<file path="src/rtl/regfile_port_sched.sv">
// Operand-fetch scheduler for a 1R/1W register file: serialises rs/rt reads,
// applies write bypass and r0 forcing, and round-robins the write port.
module regfile_port_sched #(
  parameter int DATA_W = 32,
  parameter int ADDR_W = 5
) (
  input  logic              clk,
  input  logic              rst,
  input  logic              fetch_valid,
  input  logic [ADDR_W-1:0] fetch_rs,
  input  logic [ADDR_W-1:0] fetch_rt,
  output logic              fetch_ready,
  output logic              op_valid,
  output logic [DATA_W-1:0] op_a,
  output logic [DATA_W-1:0] op_b,
  input  logic              op_ready,
  input  logic              wb_req,
  input  logic [ADDR_W-1:0] wb_addr,
  input  logic [DATA_W-1:0] wb_data,
  output logic              wb_gnt,
  input  logic              ld_req,
  input  logic [ADDR_W-1:0] ld_addr,
  input  logic [DATA_W-1:0] ld_data,
  output logic              ld_gnt,
  output logic [ADDR_W-1:0] rf_raddr,
  input  logic [DATA_W-1:0] rf_rdata,
  output logic              rf_we,
  output logic [ADDR_W-1:0] rf_waddr,
  output logic [DATA_W-1:0] rf_wdata
);

  typedef enum logic [2:0] {
    IDLE  = 3'd0,
    RD_RS = 3'd1,
    RD_RT = 3'd2,
    CAP   = 3'd3,
    DONE  = 3'd4
  } state_t;

  state_t            state;
  state_t            state_nx;
  logic [ADDR_W-1:0] rs_q;
  logic [ADDR_W-1:0] rt_q;
  logic [ADDR_W-1:0] raddr_q;
  logic              last_ld;
  logic              byp_hit;
  logic [DATA_W-1:0] byp_data;
  logic [DATA_W-1:0] op_a_q;
  logic [DATA_W-1:0] op_b_q;
  logic [ADDR_W-1:0] cap_idx;
  logic [DATA_W-1:0] cap_val;
  logic              fetch_fire;

  assign fetch_ready = ~rst & (state == IDLE);
  assign fetch_fire  = fetch_valid & fetch_ready;
  assign op_valid    = (state == DONE);
  assign op_a        = op_a_q;
  assign op_b        = op_b_q;
  assign rf_raddr    = raddr_q;

  // Read sequencer next-state logic
  always_comb begin
    state_nx = state;
    case (state)
      IDLE:    if (fetch_fire) state_nx = RD_RS; else state_nx = IDLE;
      RD_RS:   state_nx = RD_RT;
      RD_RT:   state_nx = CAP;
      CAP:     state_nx = DONE;
      DONE:    if (op_ready) state_nx = IDLE; else state_nx = DONE;
      default: state_nx = IDLE;
    endcase
  end

  // Write-port arbiter: single-requester wins outright, conflicts alternate
  always_comb begin
    wb_gnt = 1'b0;
    ld_gnt = 1'b0;
    if (rst) begin
      wb_gnt = 1'b0;
      ld_gnt = 1'b0;
    end else if (wb_req && ld_req) begin
      if (last_ld) wb_gnt = 1'b1;
      else         ld_gnt = 1'b1;
    end else begin
      wb_gnt = wb_req;
      ld_gnt = ld_req;
    end
    rf_waddr = ld_gnt ? ld_addr : wb_addr;
    rf_wdata = ld_gnt ? ld_data : wb_data;
    rf_we    = (wb_gnt | ld_gnt) & (rf_waddr != {ADDR_W{1'b0}});
  end

  // rf_rdata arriving now belongs to rs (in RD_RT) or rt (in CAP);
  // byp_* remember whether that address was written in the cycle it was driven
  always_comb begin
    cap_idx = (state == CAP) ? rt_q : rs_q;
    if (cap_idx == {ADDR_W{1'b0}}) cap_val = {DATA_W{1'b0}};
    else if (byp_hit)              cap_val = byp_data;
    else                           cap_val = rf_rdata;
  end

  // State, operand capture, read address and arbiter pointer
  always_ff @(posedge clk) begin
    if (rst) begin
      state    <= IDLE;
      rs_q     <= {ADDR_W{1'b0}};
      rt_q     <= {ADDR_W{1'b0}};
      raddr_q  <= {ADDR_W{1'b0}};
      op_a_q   <= {DATA_W{1'b0}};
      op_b_q   <= {DATA_W{1'b0}};
      byp_hit  <= 1'b0;
      byp_data <= {DATA_W{1'b0}};
      last_ld  <= 1'b1;
    end else begin
      state    <= state_nx;
      byp_hit  <= rf_we & (rf_waddr == raddr_q);
      byp_data <= rf_wdata;
      if (fetch_fire) begin
        rs_q    <= fetch_rs;
        rt_q    <= fetch_rt;
        raddr_q <= fetch_rs;
      end else if (state == RD_RS) begin
        raddr_q <= rt_q;
      end
      if (state == RD_RT) op_a_q <= cap_val;
      if (state == CAP)   op_b_q <= cap_val;
      if (wb_gnt | ld_gnt) last_ld <= ld_gnt;
    end
  end

endmodule

</file>
<file path="config.mk">
export PLATFORM = sky130hd
export DESIGN_NAME = regfile_port_sched
export DESIGN_NICKNAME = d
export VERILOG_FILES = /design/src/rtl/regfile_port_sched.sv
export SDC_FILE = /design/constraint.sdc
export NUM_CORES = 1
export LEC_CHECK = 0
export BUFFER_PORTS_ARGS = -buffer_cell sky130_fd_sc_hd__buf_2
export CORE_MARGIN = 3
export CORE_UTILIZATION = 30
export DETAILED_ROUTE_END_ITERATION = 7
export HOLD_SLACK_MARGIN = 0.15
export PLACE_DENSITY = 0.63
export SLEW_MARGIN = 20
export SYNTH_ARGS = -nofsm -noshare
export SYNTH_HDL_FRONTEND = slang
export SYNTH_SLANG_ARGS = --single-unit
</file>
<file path="constraint.sdc">
create_clock -name clk -period 1.9 [get_ports clk]
set_clock_uncertainty 0.2 [all_clocks]
set_input_delay 0.285 -clock clk [delete_from_list [all_inputs] [get_ports clk]]
set_output_delay 0.285 -clock clk [all_outputs]
set_load 0.01 [all_outputs]
</file>
==> flow_metrics.py <==
metrics = {
    "outcome": {
        "outcome": "finished, violations left",
        "violations": "setup timing",
    },
    "grt": {
        "grt_start_max_net_pins": 98,
        "grt.total_usage_pct": 20.4,
        "grt_overflow": 0,
        "grt_pass1_wl_mm": 28.5,
        "grt_pass1_vias": 5475,
        "antenna_found_initial": 0,
    },
    "hold_path": {
        "hp-start": "ld_addr[1]",
        "hp-class": "in -> reg",
        "hold_path_depth": 5,
        "min_to": "byp_hit",
    },
    "layout": {
        "final_cell_mix": "216 x buf_2, 117 x dlygate4sd3_1, 113 x dfxtp_1, 109 x nand2_1, 77 x nor2_1",
        "n_antenna_cell": 0,
        "fillers": 1353,
        "mostFrequentLayoutCell": "buf_2",
        "seqCellArea_um2": 2330,
        "area_growth_pct": 76.9,
        "drive_above_1_share_pct": 39.1,
        "final_util_pct": 54.9,
        "multi_input_area_um2": 2390,
        "nets": 1044,
    },
    "yosys": {
        "synth_seq_cells": 116,
        "seq_area_frac_synth_pct": 48.7,
        "synth_xor_area_share_pct": 0.551,
        "yosysTopAreaCellShare_pct": 48.7,
        "synth-adder-area-share_pct": 0,
        "avgSynthCellArea_um2": 8.59,
        "synth_top_flop_cell": "dfxtp_1",
        "netlist_area_um2": 4770,
        "async_flop_share_pct": 0,
        "synth_compound_area_share_pct": 13.8,
        "syn_nets": 677,
        "netlist_instances": 555,
        "synth_edf_count": 0,
        "yosys-mux-area-fraction_pct": 8.01,
        "synth_area_leader_cell": "dfxtp_1",
        "synthTopCellsByArea": "dfxtp_1 49%, nand2_1 11%, a22oi_1 10%",
        "synthSimpleGateAreaFrac_pct": 24.5,
        "synth_top_family_by_area": "simple AND/OR/NAND/NOR gates",
        "synth-warning-count": 0,
        "synth_cell_types": 39,
    },
    "routing": {
        "drc": 0,
        "ant_nets": 0,
        "drt-initial-drc-count": 230,
        "drt-total-wl_mm": 18.8,
        "drt_pass1_iterations": 7,
        "wl_per_cell_um": 16.4,
        "via_per_inst": 4.77,
        "vias": 5463,
    },
    "sta": {
        "fin_crit_ns": 2.04,
        "setup_ws_ns": -0.143,
        "finalSetupTns_ns": -3.33,
        "hold_viol_final": 0,
        "timing.fmax_mhz": 489,
        "relSlewSlack_pct": 31.1,
        "fin_crit_sh_pct": 108,
        "drv_slew": 0,
        "setup_viol": 38,
        "tightest_slew_ns": 1.03,
        "rsz0062_at_grt": "true",
    },
    "cts": {
        "clk_path_buf_depth": 2,
        "cts_root_buf": "clkbuf_16",
        "h-tree-depth": 4,
        "clock-sinks": 116,
        "numCtsBuffers": 17,
        "cts_tree": "yes",
        "clk_latency_ns": 0.42,
        "clkSlewWorstSetupHoldPaths_ns": 0.05,
    },
    "place": {
        "hpwl_mm": 10.3,
        "portBuffers": 232,
        "gp_congestion": 0.799,
    },
    "die": {
        "core_um2": 15400,
        "row_count": 45,
        "fp.dieH_um": 132,
        "initial_core_util_pct": 31.0,
        "die_w_um": 132,
        "io_pins": 233,
        "die_area_um2": 17400,
    },
    "power": {
        "p_per_area_nw_per_um2": 848,
        "ir_drop_v": 0.000611,
        "leakage_nw": 3.91,
        "p_total_mw": 7.15,
    },
    "setup_path": {
        "crit_family": "flip-flops",
        "cp_data_required_time_ns": 1.41,
        "max_stage_delay_ns": 0.32,
        "regToRegSetupSlack_ns": 0.12,
        "startpoint_type": "register",
        "timing.rr.start": "last_ld",
        "cp.arrival_ns": 1.56,
        "r2r-end": "byp_hit",
        "critPathMaxFanout": 6,
        "worstSetupPathType": "reg -> out",
        "cp_num_buf_inv": 2,
        "path_cells": "nand2_2 > nand3b_4 > buf_12 > mux2_4 > buf_6",
        "crit_slowest_cell": "dfxtp_2",
        "end_kind": "primary output",
        "ff2ff_path_depth": 7,
    },
    "run": {
        "cap_violations": 0,
    },
}
Yosys cell counts, types with 3 or more instances:
cell type and number:
mux2_2 23, nor2b_1 33, a21oi_1 12, nor2_1 77
a22oi_1 64, mux2_1 10, a311oi_1 5, buf_2 13
nand2_1 135, nor3_1 4, nand2b_1 4, dfxtp_1 116
clkbuf_1 23, inv_1 3
report_power, final:
group / leakage, nW / internal (mW) / switching [mW]
registers: 0.947 / 2.54 / 0.0562
logic: 2.67 / 0.632 / 0.603
clock network: 0.294 / 2.22 / 1.10
worst max-delay path by stage:
| stage | start | end | slack [ns] | cells past startpoint |
|---|---|---|---|---|
| detailed placement | state[2] | op_a[21] | -0.04 | 5 |
| global placement | ld_req | rf_we | 0.03 | 6 |
| floorplan | rst | byp_hit | 0.22 | 5 |
| global route | last_ld | rf_wdata[5] | -0.26 | 7 |
| finish | last_ld | rf_waddr[2] | -0.14 | 5 |
| CTS | last_ld | rf_wdata[11] | -0.18 | 7 |
what timing repair did:
item | 4_1_cts | 5_1_grt
buffers inserted | 5 | 12
gates cloned | 2 | 1
pin swaps | 3 | 15
hold buffers | 117 | 0
endpoints found under the hold margin | 116 | 0
resized for setup | 19 | 44
setup endpoints to repair | 60 | 54
cell families after synthesis:
| family | count (synthesis) |
|---|---|
| simple gates | 266 |
| flops | 116 |
| compound gates | 91 |
| buf+inv | 45 |
| mux | 34 |
| xor+xnor | 3 |
through the flow:
step / area (um^2) / hold WS (ns) / worst slack (ns) / std cells
final: 8430 / 0.181 / -0.143 / 1146
after global routing: 8430 / 0.187 / -0.265 / 1146
after floorplan: 4770 / 0.222 / 0.216 / 555
after CTS: 8140 / 0.164 / -0.181 / 1133
after global placement: 6190 / 0.243 / 0.0282 / 977
after detailed placement: 6190 / 0.246 / -0.0391 / 977
per-layer routing:
| layer | GRT usage (%) | up-vias | part of all wire [%] |
|---|---|---|---|
| li1 | - | 2609 | - |
| met1 | 23.8 | 2591 | 41 |
| met2 | 34.2 | 220 | 50 |
| met3 | 6.22 | 43 | 5.8 |
| met4 | 10.0 | 0 | 3.1 |
| met5 | 0 | - | 0 |
cell type report:
cell class              instances  share of cell area (%)
inverters                       4                   0.267
flip-flops and latches        116                    27.6
clock buffers                  22                    5.39
multi-input cells             395                    28.3
repair buffers                388                    33.5
clock inverters                10                    1.84
well taps                     211                    3.13
worst register-to-register path, delay by kind of cell (launching register included):
family                    cells  cell delay [ns]
and+or+nand+nor               3             0.43
DFF                           1             0.32
muxes                         1             0.31
buffers and inverters         2             0.31
xor gates and xnor gates      1             0.15
sequential cells by signal (all words and copies together) (netlist names):
register	cells
byp_hit	1
op_b	32
state	3
last_ld	1
byp_data	32
rt_q	5
rf_raddr	5
rs_q	5
op_a	32
No activity file was read; power rests on OpenSTA's default activity.
